===== src/rtl/unit_branch_rs_pkg.sv =====
// Shared types for the branch reservation station: tags, CDB bus, jump opcodes,
// entry record and the operand capture rule used at issue and at wake-up.
package unit_branch_rs_pkg;

  localparam int NUM_SRBITS = 6;
  localparam int FU_TAG_W   = NUM_SRBITS - 3;
  localparam logic [FU_TAG_W-1:0] FU_BRANCH_TAG = 3'd2;

  typedef logic [NUM_SRBITS-1:0] tag_t;

  typedef struct packed {
    tag_t        tag;
    logic [31:0] val;
  } tagged_data_t;

  typedef struct packed {
    logic        valid;
    tag_t        tag;
    logic [31:0] data;
  } cdb_bus_t;

  localparam logic [3:0] JOP_BEQ  = 4'd0;
  localparam logic [3:0] JOP_BNE  = 4'd1;
  localparam logic [3:0] JOP_BLT  = 4'd4;
  localparam logic [3:0] JOP_BGE  = 4'd5;
  localparam logic [3:0] JOP_BLTU = 4'd6;
  localparam logic [3:0] JOP_BGEU = 4'd7;
  localparam logic [3:0] JOP_JAL  = 4'd8;
  localparam logic [3:0] JOP_JALR = 4'd9;

  localparam logic [1:0] ST_EMPTY = 2'd0;
  localparam logic [1:0] ST_WAIT  = 2'd1;
  localparam logic [1:0] ST_READY = 2'd2;
  localparam logic [1:0] ST_OUT   = 2'd3;

  typedef struct packed {
    logic [1:0]  state;
    tag_t        q1;
    tag_t        q2;
    logic [31:0] v1;
    logic [31:0] v2;
    logic [31:0] imm;
    logic [31:0] pc;
    logic [3:0]  op;
  } branch_entry_t;

  // Tag 0 means the value is already present; a matching CDB broadcast resolves it.
  function automatic tagged_data_t operand_capture(input tagged_data_t opnd, input cdb_bus_t cdb);
    tagged_data_t r;
    r = opnd;
    if (opnd.tag != '0 && cdb.valid && cdb.tag == opnd.tag) begin
      r.tag = '0;
      r.val = cdb.data;
    end
    return r;
  endfunction

endpackage


===== src/rtl/unit_branch_rs_if.sv =====
// Issue / flush / CDB bundle of the branch reservation station.
interface unit_branch_rs_if;
  import unit_branch_rs_pkg::*;

  // Issue transfers on a cycle with issue_valid && issue_ready && !flush; the CDB
  // result transfers on cdb_request && cdb_grant and is held stable until then.
  logic         issue_valid;
  logic         issue_ujump;
  logic [3:0]   jump_op;
  tagged_data_t op_a_i;
  tagged_data_t op_b_i;
  logic [31:0]  imm;
  logic [31:0]  pc;
  logic         issue_ready;
  tag_t         issue_tag;
  logic         flush;
  cdb_bus_t     cdb_i;
  logic         cdb_request;
  logic         cdb_grant;
  tagged_data_t cdb_data_o;
  logic [31:0]  cdb_next_pc_o;
  logic         cdb_taken_o;

  modport slave (
    input  issue_valid, issue_ujump, jump_op, op_a_i, op_b_i, imm, pc, flush, cdb_i, cdb_grant,
    output issue_ready, issue_tag, cdb_request, cdb_data_o, cdb_next_pc_o, cdb_taken_o
  );

  modport master (
    output issue_valid, issue_ujump, jump_op, op_a_i, op_b_i, imm, pc, flush, cdb_i, cdb_grant,
    input  issue_ready, issue_tag, cdb_request, cdb_data_o, cdb_next_pc_o, cdb_taken_o
  );

endinterface


===== src/rtl/unit_branch_rs_branch_resolve.sv =====
// Combinational branch/jump resolution: taken decision, next PC and link value.
module branch_resolve
  import unit_branch_rs_pkg::*;
(
  input  logic [3:0]  op_i,
  input  logic [31:0] rs1_i,
  input  logic [31:0] rs2_i,
  input  logic [31:0] pc_i,
  input  logic [31:0] imm_i,
  output logic        taken_o,
  output logic [31:0] next_pc_o,
  output logic [31:0] link_o
);

  logic [31:0] target;

  assign link_o = pc_i + 32'd4;

  always_comb begin
    taken_o = 1'b0;
    target  = pc_i + imm_i;
    case (op_i)
      JOP_BEQ:  taken_o = (rs1_i == rs2_i);
      JOP_BNE:  taken_o = (rs1_i != rs2_i);
      JOP_BLT:  taken_o = ($signed(rs1_i) <  $signed(rs2_i));
      JOP_BGE:  taken_o = ($signed(rs1_i) >= $signed(rs2_i));
      JOP_BLTU: taken_o = (rs1_i <  rs2_i);
      JOP_BGEU: taken_o = (rs1_i >= rs2_i);
      JOP_JAL:  taken_o = 1'b1;
      JOP_JALR: begin
        taken_o = 1'b1;
        target  = (rs1_i + imm_i) & ~32'd1;
      end
      default:  taken_o = 1'b0;
    endcase
    next_pc_o = taken_o ? target : link_o;
  end

endmodule


===== src/rtl/unit_branch_rs.sv =====
// Branch/jump reservation station: tag wake-up from the CDB, oldest-ready
// selection through an age matrix, and a registered CDB result slot.
module unit_branch_rs
  import unit_branch_rs_pkg::*;
#(
  parameter int                  NUM_ENTRIES = 4,
  parameter logic [FU_TAG_W-1:0] FU_TAG      = FU_BRANCH_TAG
) (
  input  logic                        clk,
  input  logic                        rst_n,
  unit_branch_rs_if.slave             bus_if,
  output logic [NUM_ENTRIES-1:0][1:0] dbg_state_o
);

  localparam int IDX_W = (NUM_ENTRIES > 1) ? $clog2(NUM_ENTRIES) : 1;

  branch_entry_t          ent_q [NUM_ENTRIES];
  branch_entry_t          ent_d [NUM_ENTRIES];
  // age_q[i][j] set: entry i was allocated before entry j.
  logic [NUM_ENTRIES-1:0] age_q [NUM_ENTRIES];
  logic [NUM_ENTRIES-1:0] age_d [NUM_ENTRIES];

  logic             slot_vld_q;
  logic [IDX_W-1:0] slot_idx_q;
  tagged_data_t     slot_data_q;
  logic [31:0]      slot_npc_q;
  logic             slot_taken_q;

  logic [NUM_ENTRIES-1:0] empty_vec, ready_vec, self_m;
  logic                   alloc, pick_vld, slot_free;
  logic [IDX_W-1:0]       alloc_idx, pick_idx;
  tag_t                   alloc_tag, pick_tag;
  logic                   res_taken;
  logic [31:0]            res_npc, res_link;
  tagged_data_t           cap_a, cap_b, wake_1, wake_2;
  logic                   unused_ujump;

  assign unused_ujump = bus_if.issue_ujump;

  always_comb begin
    empty_vec   = '0;
    ready_vec   = '0;
    dbg_state_o = '0;
    for (int i = 0; i < NUM_ENTRIES; i++) begin
      empty_vec[i]   = (ent_q[i].state == ST_EMPTY);
      ready_vec[i]   = (ent_q[i].state == ST_READY);
      dbg_state_o[i] = ent_q[i].state;
    end
  end

  always_comb begin
    alloc_idx = '0;
    alloc_tag = '0;
    for (int i = NUM_ENTRIES - 1; i >= 0; i--) begin
      if (empty_vec[i]) begin
        alloc_idx = IDX_W'(i);
        alloc_tag = {FU_TAG, 3'(i + 1)};
      end
    end
  end

  assign bus_if.issue_ready = |empty_vec;
  assign alloc              = bus_if.issue_valid && bus_if.issue_ready && !bus_if.flush;
  assign bus_if.issue_tag   = alloc ? alloc_tag : '0;

  // An entry wins when it is older than every other READY entry.
  always_comb begin
    pick_vld = 1'b0;
    pick_idx = '0;
    pick_tag = '0;
    self_m   = '0;
    for (int i = 0; i < NUM_ENTRIES; i++) begin
      self_m    = '0;
      self_m[i] = 1'b1;
      if (ready_vec[i] && (&(age_q[i] | ~ready_vec | self_m))) begin
        pick_vld = 1'b1;
        pick_idx = IDX_W'(i);
        pick_tag = {FU_TAG, 3'(i + 1)};
      end
    end
  end

  assign slot_free = !slot_vld_q || bus_if.cdb_grant;
  assign cap_a     = operand_capture(bus_if.op_a_i, bus_if.cdb_i);
  assign cap_b     = operand_capture(bus_if.op_b_i, bus_if.cdb_i);

  branch_resolve u_resolve (
    .op_i      (ent_q[pick_idx].op),
    .rs1_i     (ent_q[pick_idx].v1),
    .rs2_i     (ent_q[pick_idx].v2),
    .pc_i      (ent_q[pick_idx].pc),
    .imm_i     (ent_q[pick_idx].imm),
    .taken_o   (res_taken),
    .next_pc_o (res_npc),
    .link_o    (res_link)
  );

  always_comb begin
    ent_d  = ent_q;
    age_d  = age_q;
    wake_1 = '0;
    wake_2 = '0;
    for (int i = 0; i < NUM_ENTRIES; i++) begin
      if (ent_q[i].state == ST_WAIT) begin
        wake_1 = operand_capture('{tag: ent_q[i].q1, val: ent_q[i].v1}, bus_if.cdb_i);
        wake_2 = operand_capture('{tag: ent_q[i].q2, val: ent_q[i].v2}, bus_if.cdb_i);
        ent_d[i].q1 = wake_1.tag;
        ent_d[i].v1 = wake_1.val;
        ent_d[i].q2 = wake_2.tag;
        ent_d[i].v2 = wake_2.val;
        if (wake_1.tag == '0 && wake_2.tag == '0) ent_d[i].state = ST_READY;
      end
    end
    if (slot_vld_q && bus_if.cdb_grant) ent_d[slot_idx_q].state = ST_EMPTY;
    if (slot_free && pick_vld)          ent_d[pick_idx].state   = ST_OUT;
    if (alloc) begin
      ent_d[alloc_idx].state = (cap_a.tag == '0 && cap_b.tag == '0) ? ST_READY : ST_WAIT;
      ent_d[alloc_idx].q1    = cap_a.tag;
      ent_d[alloc_idx].v1    = cap_a.val;
      ent_d[alloc_idx].q2    = cap_b.tag;
      ent_d[alloc_idx].v2    = cap_b.val;
      ent_d[alloc_idx].imm   = bus_if.imm;
      ent_d[alloc_idx].pc    = bus_if.pc;
      ent_d[alloc_idx].op    = bus_if.jump_op;
      age_d[alloc_idx]       = '0;
      for (int j = 0; j < NUM_ENTRIES; j++) begin
        if (IDX_W'(j) != alloc_idx) age_d[j][alloc_idx] = 1'b1;
      end
    end
    if (bus_if.flush) begin
      for (int i = 0; i < NUM_ENTRIES; i++) begin
        ent_d[i] = '0;
        age_d[i] = '0;
      end
    end
  end

  always_ff @(posedge clk or negedge rst_n) begin
    if (!rst_n) begin
      for (int i = 0; i < NUM_ENTRIES; i++) begin
        ent_q[i] <= '0;
        age_q[i] <= '0;
      end
      slot_vld_q   <= 1'b0;
      slot_idx_q   <= '0;
      slot_data_q  <= '0;
      slot_npc_q   <= '0;
      slot_taken_q <= 1'b0;
    end else begin
      ent_q <= ent_d;
      age_q <= age_d;
      if (bus_if.flush) begin
        slot_vld_q   <= 1'b0;
        slot_idx_q   <= '0;
        slot_data_q  <= '0;
        slot_npc_q   <= '0;
        slot_taken_q <= 1'b0;
      end else if (slot_free) begin
        slot_vld_q <= pick_vld;
        if (pick_vld) begin
          slot_idx_q   <= pick_idx;
          slot_data_q  <= '{tag: pick_tag, val: res_link};
          slot_npc_q   <= res_npc;
          slot_taken_q <= res_taken;
        end
      end
    end
  end

  assign bus_if.cdb_request   = slot_vld_q;
  assign bus_if.cdb_data_o    = slot_data_q;
  assign bus_if.cdb_next_pc_o = slot_npc_q;
  assign bus_if.cdb_taken_o   = slot_taken_q;

endmodule

===== src/flat_wrapper.sv =====
// flat-port wrapper written by rule: the top's interface ports become plain ports
module unit_branch_rs_flat import unit_branch_rs_pkg::*;
#(
  parameter int                  NUM_ENTRIES = 4,
  parameter logic [FU_TAG_W-1:0] FU_TAG      = FU_BRANCH_TAG
)
  (clk, rst_n, dbg_state_o, bus_if_issue_valid, bus_if_issue_ujump, bus_if_jump_op, bus_if_op_a_i, bus_if_op_b_i, bus_if_imm, bus_if_pc, bus_if_flush, bus_if_cdb_i, bus_if_cdb_grant, bus_if_issue_ready, bus_if_issue_tag, bus_if_cdb_request, bus_if_cdb_data_o, bus_if_cdb_next_pc_o, bus_if_cdb_taken_o);
  unit_branch_rs_if bus_if_i ();
  input  logic clk;
  input  logic rst_n;
  output logic [NUM_ENTRIES-1:0][1:0] dbg_state_o;
  input wire logic [$bits(bus_if_i.issue_valid)-1:0] bus_if_issue_valid;
  input wire logic [$bits(bus_if_i.issue_ujump)-1:0] bus_if_issue_ujump;
  input wire logic [$bits(bus_if_i.jump_op)-1:0] bus_if_jump_op;
  input wire logic [$bits(bus_if_i.op_a_i)-1:0] bus_if_op_a_i;
  input wire logic [$bits(bus_if_i.op_b_i)-1:0] bus_if_op_b_i;
  input wire logic [$bits(bus_if_i.imm)-1:0] bus_if_imm;
  input wire logic [$bits(bus_if_i.pc)-1:0] bus_if_pc;
  input wire logic [$bits(bus_if_i.flush)-1:0] bus_if_flush;
  input wire logic [$bits(bus_if_i.cdb_i)-1:0] bus_if_cdb_i;
  input wire logic [$bits(bus_if_i.cdb_grant)-1:0] bus_if_cdb_grant;
  output wire logic [$bits(bus_if_i.issue_ready)-1:0] bus_if_issue_ready;
  output wire logic [$bits(bus_if_i.issue_tag)-1:0] bus_if_issue_tag;
  output wire logic [$bits(bus_if_i.cdb_request)-1:0] bus_if_cdb_request;
  output wire logic [$bits(bus_if_i.cdb_data_o)-1:0] bus_if_cdb_data_o;
  output wire logic [$bits(bus_if_i.cdb_next_pc_o)-1:0] bus_if_cdb_next_pc_o;
  output wire logic [$bits(bus_if_i.cdb_taken_o)-1:0] bus_if_cdb_taken_o;
  assign bus_if_i.issue_valid = bus_if_issue_valid;
  assign bus_if_i.issue_ujump = bus_if_issue_ujump;
  assign bus_if_i.jump_op = bus_if_jump_op;
  assign bus_if_i.op_a_i = bus_if_op_a_i;
  assign bus_if_i.op_b_i = bus_if_op_b_i;
  assign bus_if_i.imm = bus_if_imm;
  assign bus_if_i.pc = bus_if_pc;
  assign bus_if_i.flush = bus_if_flush;
  assign bus_if_i.cdb_i = bus_if_cdb_i;
  assign bus_if_i.cdb_grant = bus_if_cdb_grant;
  assign bus_if_issue_ready = bus_if_i.issue_ready;
  assign bus_if_issue_tag = bus_if_i.issue_tag;
  assign bus_if_cdb_request = bus_if_i.cdb_request;
  assign bus_if_cdb_data_o = bus_if_i.cdb_data_o;
  assign bus_if_cdb_next_pc_o = bus_if_i.cdb_next_pc_o;
  assign bus_if_cdb_taken_o = bus_if_i.cdb_taken_o;
  unit_branch_rs #(.NUM_ENTRIES(NUM_ENTRIES), .FU_TAG(FU_TAG)) u_core (.clk(clk), .rst_n(rst_n), .bus_if(bus_if_i), .dbg_state_o(dbg_state_o));
endmodule

===== config.mk =====
export PLATFORM = sky130hd
export DESIGN_NAME = unit_branch_rs_flat
export DESIGN_NICKNAME = d
export VERILOG_FILES = /design/src/rtl/unit_branch_rs_pkg.sv /design/src/rtl/unit_branch_rs_if.sv /design/src/rtl/unit_branch_rs_branch_resolve.sv /design/src/rtl/unit_branch_rs.sv /design/src/flat_wrapper.sv
export SDC_FILE = /design/constraint.sdc
export NUM_CORES = 2
export LEC_CHECK = 0
export CAP_MARGIN = 15
export CORE_ASPECT_RATIO = 1.5
export CORE_MARGIN = 2
export CORE_UTILIZATION = 30
export DETAILED_ROUTE_END_ITERATION = 10
export DONT_BUFFER_PORTS = 1
export PLACE_DENSITY_LB_ADDON = 0.2
export RECOVER_POWER = 25
export SLEW_MARGIN = 10
export SYNTH_ARGS = -nofsm -noshare
export SYNTH_HDL_FRONTEND = slang
export SYNTH_SLANG_ARGS = --single-unit
export TNS_END_PERCENT = 10

===== constraint.sdc =====
create_clock -name clk -period 5.05 [get_ports clk]
set_input_delay 0.505 -clock clk [delete_from_list [all_inputs] [get_ports clk]]
set_output_delay 0.505 -clock clk [all_outputs]
set_load 0.02 [all_outputs]

# Word level (Yosys, flattened, before mapping)
# Cells that the tools add are included.
# word_totals
output_inout_bits	87
ff_bits	674
word_cells	288
in_bits	189
# classes
order_cmp	12
n_eq_ne	30
reduce_logical	76
n_addsub	3
muxes	111
bitwise_logic	14
# ops
operator	n
$bwmux W584	10
$demux W146 S2	10
$mux W584	4
$mux W38	21
$mux W146	3
$mux W132	3
$mux W78	4
$bmux W146 S2	1
$mux W32	5
$mux W144	1
$mux W138	1
$mux W100	1
$mux W68	1
$add A32 B32 Y32	2
$ge A32 B32 Y1	2
$lt A32 B32 Y1	2
$eq A6 B6 Y1	10
$logic_not A6 Y1	10
$reduce_bool A6 Y1	10
$mux W5	9
$logic_and A1 B1 Y1	37
$mux W36	1
$add A32 B3 Y32 const B	1
$eq A32 B32 Y1	1
34 further kinds	96

# Logic depth before layout (Yosys ltp)
# depth
depth_word	25
depth_mapped	26
depth_no_buf	21

# Modules after synthesis
# A second synthesis with hierarchy kept.
# hier_totals
hier_cells	3762
area_unflattened_um2	37558.5
# modules_own_cells
module	n_inst	cells_each	area_per_inst_um2	seq_area_each_um2
unit_branch_rs	1	2977	32346.0	16716.0
branch_resolve	1	785	5212.5	0.0

# Worst setup path after synthesis
# OpenSTA, ideal clock, no wires.
# synth_timing
kind	reg2reg
startpoint	register u_core.ent_q, in the netlist u_core.dbg_state_o[6]
endpoint	register u_core.slot_npc_q[17] (netlist: u_core.bus_if.cdb_next_pc_o[17])
setup_time_ps	128
t_required_ps	4922
n_path_buf	6
stages_incl_launch_ff	24
synth_period_minus_slack_ps	5207
setup_slack_ps	-157
arrival_time_ps	5079
path_cell_list	dfrtp_1 -> nand2b_1 -> or4_1 -> buf_4 -> clkbuf_1 -> nand2_1 -> clkbuf_1 -> clkbuf_1 -> o22a_1 -> o221ai_1 -> ha_1 -> a211o_1 -> a21oi_1 -> o21ai_0 -> a31oi_1 -> o221ai_1 -> or3_1 -> xnor2_1 -> mux2i_1 -> a31oi_2 -> buf_4 -> buf_4 -> a221oi_1 -> o21ai_1
# synth_between
elab_chain_cells	19
word_cells_on_any_way	49
classes_between	add/sub (3); order compare (4); eq/ne (10); mux (16); bitwise (5); reduce/logical (11)
# synth_rtl
item	line	text
start: declaration	unit_branch_rs.sv:17	branch_entry_t ent_q [NUM_ENTRIES];
start signal: assignment	unit_branch_rs.sv:150	ent_q <= ent_d;
$eq A2 B2 Y1 *	unit_branch_rs.sv:46	ready_vec[i] = (ent_q[i].state == ST_READY);
branches (longest 18 deep; another with $ge A32 B32 Y1)	--	
end signal: assignment	unit_branch_rs.sv:163	slot_npc_q <= res_npc;
end: declaration	unit_branch_rs.sv:26	logic [31:0] slot_npc_q;
# Every way passes the cells marked *. The select of a mux whose other input is x is not followed.
# A chain may end at the register's enable or synchronous reset.

# Final worst setup path
# layout_timing
startpoint	register u_core.ent_q, in the netlist u_core.dbg_state_o[6]
endpoint	register u_core.slot_npc_q[25] (netlist: u_core.bus_if.cdb_next_pc_o[25])
# Same word-level chain as after synthesis.

==> impl_metrics.csv <==
group,metric,value,unit
timing,slew_headroom,-62.7,%
timing,period_needed,5.22,ns
power_and_ir_drop,power,26300,µW
detailed_routing,drc,0,
status,status,"finished with violations",
place,gp_congestion,0.915,
yosys,yosys_warnings,0,
min_path,min_path_type,"input pin to register",
yosys,synth_ff_type,"dfrtp_1",
floorplan,coreArea,0.125,mm²
final_layout,drive_above_1_share,18.4,%
global_routing,grt_overflow,0,
yosys,postSynthAreaPerCell,9.15,µm²
floorplan,fp.dieH,439,µm
power_and_ir_drop,p_leak,0.0214,µW
yosys,yosys.area.top_type_share,44.1,%
critical_path,start_kind,"register",
timing,rsz0062_at_grt,"yes",
critical_path,path_class,"register to register",
final_layout,layout.cells.non_filler,6197,
floorplan,die_area,0.129,mm²
min_path,min_from,"bus_if_cdb_i[23]",
floorplan,num_rows,159,
detailed_routing,routed_wl,169000,µm
critical_path,cp-end-kind,"register",
run,cap_violations,1,
timing,drv_slew,165,
yosys,netlist_instances,4139,
clocking,cts-root-buf,"clkbuf_16",
final_layout,stdcell_area,0.0482,mm²
timing,worst_slew_pin_slew,2.44,ns
min_path,whs_endpoint,"u_core.ent_q[269]$_DFF_PN0_",
place,preCtsSetupSlack,-0.434,ns
clocking,numCtsBuffers,73,
critical_path,reg2reg_depth,23,
critical_path,cp_max_fo,8,
place,placed_cell_area,0.0423,mm²
clocking,htree_levels,3,
clocking,clock_latency,0.71,ns
global_routing,antenna_found_initial,18,
timing,whs,0.0410,ns
yosys,ys_ff_latch,668,
global_routing,first_global_vias,34600,
timing,setup_viol,21,
timing,finClkSkew,0.0372,ns
clocking,tritoncts,"done",
global_routing,grt_pass1_wl,243000,µm
critical_path,worstPathRequired,5.65,ns
detailed_routing,avgRoutedWirePerCell,27.3,µm
clocking,cts.sinks,668,
yosys,synth_seq_area_share,44.1,%
detailed_routing,dr.pass1.iters,5,
min_path,holdPathStages,2,
critical_path,reg2reg_setup_slack,-0.17,ns
yosys,yosys-top-cells-area,"dfrtp_1 44%, mux2i_1 6.1%, nand2_1 5.5%",
place,post-place-cells,5845,
clocking,cts_buffer_depth,3,
timing,finalHoldViolCount,0,
timing,setup_ws,-0.165,ns
yosys,synth_cell_types,93,
place,io_buffers,0,
critical_path,rr_endpoint,"u_core.bus_if.cdb_next_pc_o[25]$_DFFE_PN0P_",
power_and_ir_drop,vdd_ir_drop_max,0.000257,V
timing,min_period_over_period,103,%
place,dp_hpwl,109000,µm
final_layout,finalNetCount,4814,
critical_path,r2r-start,"u_core.dbg_state_o[6]$_DFF_PN0_",
power_and_ir_drop,power_density,546,mW/mm²
timing,fmax,192,MHz
critical_path,arrival,5.81,ns
status,violations,"capacitance limit, slew limit, setup timing",
detailed_routing,drt-initial-drc-count,2973,
detailed_routing,vias,34600,
yosys,yosys.area.top_type,"dfrtp_1",
clocking,clk_pin_slew,0.07,ns
yosys,synth_edf_count,0,
global_routing,grt_max_degree,669,
detailed_routing,viasPerCell,5.58,
final_layout,areaGrowthSynthToFinish,27.2,%
floorplan,ios,276,
yosys,async_reset_ff_share,100,%
global_routing,gr-usage-all-layers,25.4,%
detailed_routing,ant_nets,0,
floorplan,die_x,294,µm
yosys,netlist_area,0.0379,mm²
floorplan,start_util,30.2,%
==> sequential cells by signal (all words and copies together), names as in the netlist <==
| name | flops |
|---|---|
| u_core.bus_if.cdb_next_pc_o | 32 |
| u_core.bus_if.cdb_data_o | 36 |
| u_core.dbg_state_o | 8 |
| u_core.ent_q | 576 |
| u_core.bus_if.cdb_taken_o | 1 |
| u_core.slot_idx_q | 2 |
| u_core.age_q | 12 |
| u_core.bus_if.cdb_request | 1 |
==> metal layers <==
layer	up-vias	global-route usage (%)	routed length [µm]
met5	-	0	124
met4	18	10.7	7740
met3	318	4.18	10200
met2	1271	43.7	82500
met1	17300	31.2	68500
li1	15700	-	-
==> final cells by class <==
class,instances,area (µm²)
inverters,44,166
diodes,3,7.51
multi-input cells,3074,20600
clock buffers,99,2070
repair buffers,668,6160
well taps,1610,2010
fillers,12600,77200
clock inverters,31,432
flip-flops and latches,668,16700
==> where the power goes <==
group | internal (µW) | switching, µW | total (µW)
Sequential | 5940 | 627 | 6570
Clock | 3230 | 2540 | 5770
Combinational | 6090 | 7860 | 14000
Total | 15300 | 11000 | 26300
==> cells by family (layout without fill, tap and decap cells) <==
| kind of cell | after synthesis | after routing | synth area share, % |
|---|---|---|---|
| buffers and inverters | 400 | 842 | 4.32 |
| and+or+nand+nor | 1435 | 1435 | 17.3 |
| other | 1 | 7 | 0.00990 |
| adders and majority gates | 96 | 96 | 3.21 |
| AOI/OAI and AO/OA | 1138 | 1138 | 20.8 |
| muxes | 264 | 264 | 7.09 |
| xor gates and xnor gates | 137 | 137 | 3.17 |
| DFF | 668 | 668 | 44.1 |
==> critical path: stages (launching register included) <==
cell and delay, ns:
dfrtp_1 0.42, nand2b_1 0.18, or4_4 0.67, nand3_4 0.20, buf_12 0.19, clkbuf_16 0.17, o22ai_1 0.07, nor2_1 0.28
ha_1 0.31, nand4_1 0.18, nor4_4 0.06, buf_4 0.16, nand2_4 0.06, a21oi_2 0.03, buf_4 0.16, or3_4 0.41
xnor2_4 0.17, mux2i_2 0.17, a31oi_4 0.38, clkbuf_16 0.25, buf_8 0.15, buf_4 0.12, nand2_1 0.05, a311oi_2 0.27
==> synthesized netlist by cell type (18+ instances only) <==
cell        n
dfrtp_1   668
mux2i_1   230
a22oi_1    78
buf_1      29
o22ai_1   128
nand3_1    68
a22o_1    150
inv_1      42
xnor2_1    70
a21oi_1   142
o21ai_0   184
clkbuf_1  285
nand2b_1   84
o22a_1     18
nor4_1     25
ha_1       94
nand3b_1   72
o211ai_1   20
buf_4      20
nand2_1   558
mux2_2     34
nor2_1    471
xor2_1     67
nor3_1     29
nand4_1    33
a21o_1     58
a211oi_1  147
a31oi_1    83
==> cell usage in the layout (no fill, tap or decap), drive strengths merged, types with 58 or more instances in the layout <==
cell / instances
o21ai: 194
dlygate4sd3: 179
a22o: 150
a31oi: 84
a211oi: 149
nand3b: 72
a21oi: 142
a21o: 58
mux2i: 230
nand2b: 84
dfrtp: 668
nor2: 474
o22ai: 128
nand3: 70
clkbuf: 109
nand2: 559
buf: 479
xnor2: 70
a22oi: 78
ha: 94
xor2: 67
==> repair_timing <==
item                                   in CTS  in global routing
gates cloned                                1                  8
hold buffers                              180                  1
setup buffers                               0                 28
pin swaps                                  10                 49
setup endpoints to repair                  33                 33
endpoints found under the hold margin    1270                119
resized for setup                          39                173
==> worst max path at each step <==
stage | start | to | slack, ns | depth (start not counted)
after detailed placement | u_core.dbg_state_o[7]$_DFF_PN0_ | u_core.bus_if.cdb_next_pc_o[31]$_DFFE_PN0P_ | -0.43 | 20
after global placement | u_core.dbg_state_o[6]$_DFF_PN0_ | u_core.bus_if.cdb_next_pc_o[31]$_DFFE_PN0P_ | -0.41 | 21
final | u_core.dbg_state_o[6]$_DFF_PN0_ | u_core.bus_if.cdb_next_pc_o[25]$_DFFE_PN0P_ | -0.17 | 23
after floorplan | u_core.dbg_state_o[0]$_DFF_PN0_ | u_core.bus_if.cdb_next_pc_o[29]$_DFFE_PN0P_ | -0.02 | 22
after CTS | u_core.dbg_state_o[6]$_DFF_PN0_ | u_core.bus_if.cdb_next_pc_o[31]$_DFFE_PN0P_ | -0.06 | 26
after global routing | u_core.dbg_state_o[3]$_DFF_PN0_ | u_core.bus_if.cdb_next_pc_o[25]$_DFFE_PN0P_ | -0.26 | 24
==> metrics by stage <==
step	util [%]	TNS [ns]
floorplan	-	-0.0478
global placement	33.8	-10.16
detailed placement	33.8	-11.28
CTS	37.4	-0.332
global route	38.4	-4.63
finish	38.4	-1.04
No activity file was read; power rests on OpenSTA's default activity.
